===== src/rtl/simple_processor_pkg.sv =====
// simple_processor_pkg: shared widths, ALU function codes and instruction layout
package simple_processor_pkg;
    localparam int DATA_WIDTH  = 8;
    localparam int NUM_REGS    = 16;
    localparam int REG_ADDR_W  = $clog2(NUM_REGS);
    localparam int INSTR_WIDTH = 3 + 3 * REG_ADDR_W;
    typedef enum logic [2:0] {
        FUNC_AND = 3'd0,
        FUNC_OR  = 3'd1,
        FUNC_XOR = 3'd2,
        FUNC_NOT = 3'd3
    } func_t;
    typedef struct packed {
        func_t                 func;
        logic [REG_ADDR_W-1:0] rd;
        logic [REG_ADDR_W-1:0] rs1;
        logic [REG_ADDR_W-1:0] rs2;
    } instr_t;
endpackage


===== src/rtl/reg_file.sv =====
// reg_file: two async read ports, one sync write port with write-through bypass
module reg_file
    import simple_processor_pkg::*;
(
    input  logic                  clk_i,
    input  logic                  arst_ni,
    input  logic                  wr_en,
    input  logic [REG_ADDR_W-1:0] wr_addr,
    input  logic [DATA_WIDTH-1:0] wr_data,
    input  logic [REG_ADDR_W-1:0] rd_addr_a,
    input  logic [REG_ADDR_W-1:0] rd_addr_b,
    output logic [DATA_WIDTH-1:0] rd_data_a,
    output logic [DATA_WIDTH-1:0] rd_data_b
);
    logic [DATA_WIDTH-1:0] regs [NUM_REGS];
    always_ff @(posedge clk_i or negedge arst_ni) begin
        if (!arst_ni) begin
            for (int i = 0; i < NUM_REGS; i++) regs[i] <= '0;
        end else if (wr_en) begin
            regs[wr_addr] <= wr_data;
        end
    end
    always_comb begin
        rd_data_a = (wr_en && wr_addr == rd_addr_a) ? wr_data : regs[rd_addr_a];
        rd_data_b = (wr_en && wr_addr == rd_addr_b) ? wr_data : regs[rd_addr_b];
    end
endmodule


===== src/rtl/operand_fetch.sv =====
// operand_fetch: decode, hazard-checked operand read and registered issue to the ALU
module operand_fetch
    import simple_processor_pkg::*;
(
    input  logic                   clk_i,
    input  logic                   arst_ni,
    input  logic [INSTR_WIDTH-1:0] instr_i,
    input  logic                   instr_valid_i,
    output logic                   instr_ready_o,
    input  logic                   wb_en_i,
    input  logic [REG_ADDR_W-1:0]  wb_addr_i,
    input  logic [DATA_WIDTH-1:0]  wb_data_i,
    output logic                   ex_valid_o,
    input  logic                   ex_ready_i,
    output logic [DATA_WIDTH-1:0]  rs1_data_o,
    output logic [DATA_WIDTH-1:0]  rs2_data_o,
    output func_t                  func_o,
    output logic [REG_ADDR_W-1:0]  rd_addr_o,
    output logic                   illegal_o
);
    instr_t                ins;
    logic [NUM_REGS-1:0]   pend, pend_nxt;
    logic [DATA_WIDTH-1:0] rf_a, rf_b;
    logic                  is_not, legal, blk1, blk2, blkd, slot_free, accept, issue;
    assign ins = instr_t'(instr_i);
    reg_file u_reg_file (
        .clk_i     (clk_i),
        .arst_ni   (arst_ni),
        .wr_en     (wb_en_i),
        .wr_addr   (wb_addr_i),
        .wr_data   (wb_data_i),
        .rd_addr_a (ins.rs1),
        .rd_addr_b (ins.rs2),
        .rd_data_a (rf_a),
        .rd_data_b (rf_b)
    );
    // Sources may be released by a same-cycle writeback; rd never is, so WAW always stalls.
    always_comb begin
        is_not        = ins.func == FUNC_NOT;
        legal         = ~ins.func[2];
        blk1          = pend[ins.rs1] & ~(wb_en_i && wb_addr_i == ins.rs1);
        blk2          = ~is_not & pend[ins.rs2] & ~(wb_en_i && wb_addr_i == ins.rs2);
        blkd          = pend[ins.rd];
        slot_free     = ~ex_valid_o | ex_ready_i;
        instr_ready_o = slot_free & ~(blk1 | blk2 | blkd);
        accept        = instr_valid_i & instr_ready_o;
        issue         = accept & legal;
    end
    always_comb begin
        pend_nxt = pend;
        if (wb_en_i) pend_nxt[wb_addr_i] = 1'b0;
        if (issue) pend_nxt[ins.rd] = 1'b1;
    end
    always_ff @(posedge clk_i or negedge arst_ni) begin
        if (!arst_ni) begin
            pend       <= '0;
            ex_valid_o <= 1'b0;
            illegal_o  <= 1'b0;
            rs1_data_o <= '0;
            rs2_data_o <= '0;
            func_o     <= FUNC_AND;
            rd_addr_o  <= '0;
        end else begin
            pend      <= pend_nxt;
            illegal_o <= accept & ~legal;
            if (issue) begin
                ex_valid_o <= 1'b1;
                rs1_data_o <= rf_a;
                rs2_data_o <= is_not ? '0 : rf_b;
                func_o     <= ins.func;
                rd_addr_o  <= ins.rd;
            end else if (ex_ready_i) begin
                ex_valid_o <= 1'b0;
            end
        end
    end
endmodule


===== config.mk =====
export PLATFORM = sky130hd
export DESIGN_NAME = operand_fetch
export DESIGN_NICKNAME = d
export VERILOG_FILES = /design/src/rtl/simple_processor_pkg.sv /design/src/rtl/reg_file.sv /design/src/rtl/operand_fetch.sv
export SDC_FILE = /design/constraint.sdc
export NUM_CORES = 1
export LEC_CHECK = 0
export CAP_MARGIN = 20
export CORE_UTILIZATION = 54
export DETAILED_ROUTE_END_ITERATION = 10
export GPL_TIMING_DRIVEN = 0
export PLACE_DENSITY = 0.88
export SLEW_MARGIN = 15
export SYNTH_ARGS = -nofsm -noshare
export SYNTH_HDL_FRONTEND = slang
export SYNTH_SLANG_ARGS = --single-unit

===== constraint.sdc =====
create_clock -name clk_i -period 1.9 [get_ports clk_i]
set_input_delay 0.19 -clock clk_i [delete_from_list [all_inputs] [get_ports clk_i]]
set_output_delay 0.19 -clock clk_i [all_outputs]
set_load 0.01 [all_outputs]

# Word level (Yosys, flattened, before mapping)

Cells that the tools add are included.

Equality and inequality tests: 3
Div/mod/pow operators: 0
Bitwise operators: 22
Add/subtract/negate cells: 0
Reductions and logical operators: 6
$mul: 0
Multiplexer cells: 26
Shift-type cells: 0
Magnitude comparators: 10

Operators by type and width:

| kind                 | number |
|---|---|
| $bwmux W128          | 1 |
| $bmux W8 S4          | 2 |
| $mux W8              | 8 |
| $demux W8 S4         | 1 |
| $mux W16             | 2 |
| $lt A4 B5 Y1 const B | 4 |
| $and A16 B16 Y16     | 1 |
| $not A16 Y16         | 1 |
| $or A16 B16 Y16      | 1 |
| $ge A5 B5 Y1 const B | 3 |
| $not A4 Y5           | 3 |
| $bmux W1 S4          | 3 |
| $demux W1 S4         | 2 |
| $eq A4 B4 Y1         | 2 |
| $ge A4 B1 Y1 const B | 2 |
| $and A1 B1 Y1        | 7 |
| $mux W1              | 7 |
| $not A1 Y1           | 6 |
| $logic_and A1 B1 Y1  | 5 |
| $lt A5 B1 Y1 const B | 1 |
| $eq A3 B2 Y1 const B | 1 |
| $or A1 B1 Y1         | 3 |
| $reduce_bool A2 Y1   | 1 |

Word-level logic and storage cells: 90
Memories kept: 0
Memory bits (read-only): 0
Flip-flop bits (word level): 169
Output and inout bits: 26
Input port bits: 32
RAM bits: 0
Bits in latches: 0

# Logic depth before layout (Yosys ltp)

Depth after elaboration: 11
Depth in mapped cells: 9
Gate-level depth less buffers: 6

# Hierarchy

Synthesis repeated with hierarchy kept, for this count alone.

Cells, all modules: 653
Area, all modules: 9853.2 um^2

Modules (own cells, without submodules):

| module        | cells an instance | seq. area each (um^2) | times used | area each (um^2) |
|---|---|---|---|---|
| reg_file      | 459               | 3203.1                | 1          | 7478.4 |
| operand_fetch | 194               | 1026.0                | 1          | 2374.8 |

# Worst setup path after synthesis

No wires, ideal clock.

Path kind: input-to-reg
From: in instr_i[0]
To: reg func_o[1]
Stages: 8
Arrival: 2.127 ns
Setup time: 0.125 ns
Path slack: -0.352 ns
Buffers on the path: 2
Required time: 1.775 ns
Cells stage by stage: buf_2 -> mux4_2 -> mux2i_1 -> mux2i_1 -> a221oi_4 -> nand2_4 -> buf_6 -> mux2_4

Word-level cells in the longest chain between the ends: 10
Elaborated cells between the ends (all ways): 13
Classes of those cells: 1 x eq/ne; 2 x mux; 9 x bitwise; 1 x reduce/logical

Ends and longest elaborated chain:

| what                                                                 | line                | RTL |
|---|---|---|
| from (decl)                                                          | operand_fetch.sv:7  | `input logic [INSTR_WIDTH-1:0] instr_i,` |
| $bmux W1 S4 or $eq A4 B4 Y1 (tied branches)                          | operand_fetch.sv:42 | `blk2 = ~is_not & pend[ins.rs2] & ~(wb_en_i && wb_addr_i == ins.rs2);` |
| $mux W1 (not written as such) or $logic_and A1 B1 Y1 (tied branches) | operand_fetch.sv:42 |  |
| $and A1 B1 Y1 or $not A1 Y1 (tied branches)                          | operand_fetch.sv:42 |  |
| $and A1 B1 Y1 (*)                                                    | operand_fetch.sv:42 |  |
| $or A1 B1 Y1 (*) (2 in a row)                                        | operand_fetch.sv:45 | `instr_ready_o = slot_free & ~(blk1 \| blk2 \| blkd);` |
| $not A1 Y1 (*)                                                       | operand_fetch.sv:45 |  |
| $and A1 B1 Y1 (*)                                                    | operand_fetch.sv:45 |  |
| $and A1 B1 Y1 (*)                                                    | operand_fetch.sv:46 | `accept = instr_valid_i & instr_ready_o;` |
| $and A1 B1 Y1 (*)                                                    | operand_fetch.sv:47 | `issue = accept & legal;` |
| to (signal assigned)                                                 | operand_fetch.sv:70 | `func_o <= ins.func;` |
| to (decl)                                                            | operand_fetch.sv:17 | `output func_t func_o,` |

Mark *: on every way between the ends. The rest lies on a longest branch, timed or not. The select of a mux whose other input is x is not followed.
A chain may end at the register's enable or synchronous reset.

# Worst setup path after layout

From: reg pend[3]
To: reg pend[10]

Word-level cells in the longest chain between the ends: 11
Elaborated cells between the ends (all ways): 16
Classes of those cells: 7 x mux; 9 x bitwise

Ends and longest elaborated chain:

| what                          | line                | RTL |
|---|---|---|
| from (decl)                   | operand_fetch.sv:22 | `logic [NUM_REGS-1:0] pend, pend_nxt;` |
| from (signal assigned)        | operand_fetch.sv:64 | `pend <= pend_nxt;` |
| $bmux W1 S4                   | operand_fetch.sv:42 |  |
| $mux W1 (not written as such) | operand_fetch.sv:42 |  |
| $and A1 B1 Y1 (2 in a row)    | operand_fetch.sv:42 |  |
| $or A1 B1 Y1                  | operand_fetch.sv:45 |  |
| $or A1 B1 Y1 (*)              | operand_fetch.sv:45 |  |
| $not A1 Y1 (*)                | operand_fetch.sv:45 |  |
| $and A1 B1 Y1 (*)             | operand_fetch.sv:45 |  |
| $and A1 B1 Y1 (*)             | operand_fetch.sv:46 |  |
| $and A1 B1 Y1 (*)             | operand_fetch.sv:47 |  |
| $mux W16 (*)                  | operand_fetch.sv:52 | `if (issue) pend_nxt[ins.rd] = 1'b1;` |
| net pend_nxt[10]              | operand_fetch.sv:22 |  |

Mark *: on every way through the listed nets, which the timed path passes. The rest lies on a longest branch. The select of a mux whose other input is x is not followed.

==> summary.md <==
| Metric | Value |
|---|---|
| Routed vias/inst | 6.71 |
| Maxcap violations | 0 |
| First-pass GRT wire length | 39300 um |
| Final period util | 1.31 |
| Critical path's largest stage delay | 0.48 ns |
| Synth Cell Area | 9130 sq um |
| Status | finished with violations |
| RSZ-0062 raised after global routing | true |
| Cell Area, Placed | 9920 sq um |
| Final worst slack | -0.590 ns |
| Setup violators final | 42 |
| Gpl congestion | 0.931 |
| Fillers | 1155 |
| Total gr overflow | 0 |
| PwrDens | 1160 nW/um^2 |
| Via count | 6296 |
| Synth unique cells | 41 |
| Max Fclk | 402 MHz |
| Clock power frac | 0.270 |
| Routed Antenna Nets | 0 |
| Largest net degree at the start of global routing | 93 |
| I/O pin count | 58 |
| Tmin final | 2.49 ns |
| N_diodes | 0 |
| Hold Fails Final Rpt | 0 |
| CTS tree | done |
| NetSw | 0.00372 W |
| Syn_area_per_cell | 14.7 sq um |
| DIE HEIGHT | 132 um |
| # DRC | 0 |
| Worst-Skew Late Latency | 0.44 ns |
| Slowest CP cell | mux4_2 |
| Layout cell share with drive strength beyond 1 | 0.455 |
| Worst hold slack | 0.109 ns |
| Std-Cell Rows | 47 |
| Failing checks | negative setup slack |
| Clock transition at path regs | 0.06 ns |
| Post-synth EDFFs | 0 |
| WS Path Type | reg2reg |
| H-tree depth | 4 |
| P_int | 0.00877 W |
| Top delay family on crit path | multiplexers |
| Worst setup EP type | flip-flop |
| Sequential fraction of the synthesis area | 0.463 |
| CP arrival | 2.85 ns |
| WL met2 | 12600 um |
| Routed WL | 25200 um |
| Largest cells by area after synthesis | dfrtp_1, mux4_2, mux2_2 |
| Seq pwr share | 0.424 |
| Total power | 0.0125 W |
| Net Count, Synth | 653 |
| Initial core utilization | 0.553 |
| Max VDD drop | 0.852 mV |
| HPWL after DPL | 16700 um |
| Maximum fanout along the worst path | 4 |
| Worst slew pin tran | 1.08 ns |
| Wl on met1 | 9520 um |
| Dominant synthesized flop cell | dfrtp_1 |
| DRT Pass-1 Iters | 7 |
| CP required | 2.26 ns |
| Drt wl/cell | 26.9 um |
| Die Area | 17400 sq um |
| Worst-path cell chain | mux4_2 -> mux2i_1 -> mux2i_1 -> a221oi_4 -> buf_6 -> buf_8 -> nand4b_1 -> buf_4 -> o21ai_1 |
| Die span in x | 132 um |
| Seq cells post-synth | 169 |
| Hold Crit Class | in2reg |
| Initial antenna violation count | 0 |
| Vias in the first global route | 6777 |
| PortBufs | 46 |
| Cells after Synth | 621 |
| Final setup TNS | -18.75 ns |
| Nature of the critical path startpoint | flip-flop |
| Top sig layer | met4 |
| Slew Limit Fails | 0 |
| Clk buf depth | 2 |
| Commonest cells post-synth | dfrtp_1, mux2_2, mux4_2 |
| Comb pwr share | 0.306 |
| Post-synth top area share | 0.463 |
| Max transition margin | 0.274 |
| Leading cell type by number of instances after synthesis | dfrtp_1 |
| Design area | 10800 sq um |
| Met3 WL | 1830 um |
| Total track usage | 0.308 |
| Number of CTS-inserted buffers | 17 |
| Static Leak | 4.47 nW |
| Nets | 737 |
| Sw Ratio | 0.298 |
| 1st-iter DRT viols | 568 |
| Ys async rst share | 1.00 |
| Setup Skew | 0.0102 ns |
| Critical Path Most Common Cell | mux2i_1 |
| Yosys top cell by area | dfrtp_1 |
| Root buffer cell | clkbuf_16 |
| Final design utilization | 0.654 |
| Synth-to-layout area growth | 18.3% |
| Synth Warn # | 0 |
| Clock sinks | 169 |
| Crit path buf inv count | 3 |
| Core box area | 16500 sq um |
-- kinds of logic after synthesis --
family | Yosys count | share of synthesized area
multiplexers | 257 | 0.418
flip-flops | 169 | 0.463
AND/OR/NAND/NOR | 69 | 0.0391
AO/OA/AOI/OAI | 61 | 0.0448
buffers and inverters | 57 | 0.0269
XOR/XNOR | 8 | 0.00767
-- power groups by stage --
stage,clock network (W),logic (W),registers [W]
finish,0.00337,0.00382,0.00530
global route,0.00354,0.00401,0.00541
CTS,0.00338,0.00377,0.00526
detailed placement,0,0.00354,0.00530
global placement,0,0.00340,0.00519
floorplan,0,0.00224,0.00519
-- metrics by stage --
stage / setup slack, ns / instances
after floorplan: -0.257 / 621
after global placement: -5.69 / 887
after detailed placement: -1.48 / 888
after CTS: -0.625 / 931
after global routing: -0.677 / 938
final: -0.590 / 938
-- layout by cell type, fill, tap and decap left out, types with 3 or more instances in the layout --
cell type and n:
dfrtp_1 169, mux2_2 146, mux4_2 82, clkdlybuf4s50_1 42, clkbuf_1 30, nand2_1 23, mux2i_1 20, buf_4 18
clkbuf_16 17, nor2_1 13, a21oi_1 11, nand2b_1 10, buf_6 9, a31oi_1 8, o211ai_1 8, mux2_4 8
o21ai_0 7, buf_2 6, a22o_1 6, xor2_1 5, a21oi_2 5, nor2b_1 4, inv_1 4, clkinv_2 4
xnor2_1 3, o21ai_1 3, o21ai_2 3, clkinvlp_4 3
-- path summary, 6_finish.rpt --
path | start | endpoint | slack (ns) | cells after the start
worst min register to register | rd_addr_o[1]$_DFFE_PN0P_ | rd_addr_o[1]$_DFFE_PN0P_ | 0.50 | 1
worst min-delay path | instr_i[8] | rd_addr_o[0]$_DFFE_PN0P_ | 0.11 | 2
worst max register to register | pend[3]$_DFF_PN0_ | pend[10]$_DFF_PN0_ | -0.59 | 9
max in group asynchronous | arst_ni | u_reg_file.regs[5]$_DFFE_PN0P_ | 0.72 | 3
min in group asynchronous | arst_ni | pend[9]$_DFF_PN0_ | 0.33 | 2
worst max-delay path | pend[3]$_DFF_PN0_ | pend[10]$_DFF_PN0_ | -0.59 | 9
-- registers in the layout, summed over array words and instances, names as in the netlist --
register,cells
rd_addr_o,4
illegal_o,1
u_reg_file.regs,128
rs1_data_o,8
rs2_data_o,8
pend,16
func_o,3
ex_valid_o,1
-- per-layer routing --
layer,GRT usage,up-vias
li1,-,2569
met1,0.383,3270
met2,0.505,358
met3,0.0661,99
met4,0.172,0
met5,0,-
-- area by class of cell --
cell class,count,area (sq um),area share
Multi-Input combinational cell,395,4750,0.440
Clock inverter,13,119,0.0110
Sequential cell,169,4230,0.392
Tap cell,220,275,0.0255
Buffer,51,274,0.0254
Inverter,4,15.0,0.00139
Clock buffer,19,453,0.0419
Timing Repair Buffer,67,683,0.0633
-- repair_timing --
item,in CTS,in global routing
endpoints found under the hold margin,77,0
setup buffers,10,8
pin swaps,8,5
gates cloned,1,0
resized for setup,41,9
endpoints found under the setup margin,42,50
hold buffers,1,0
(Power assumes the default switching activity.)
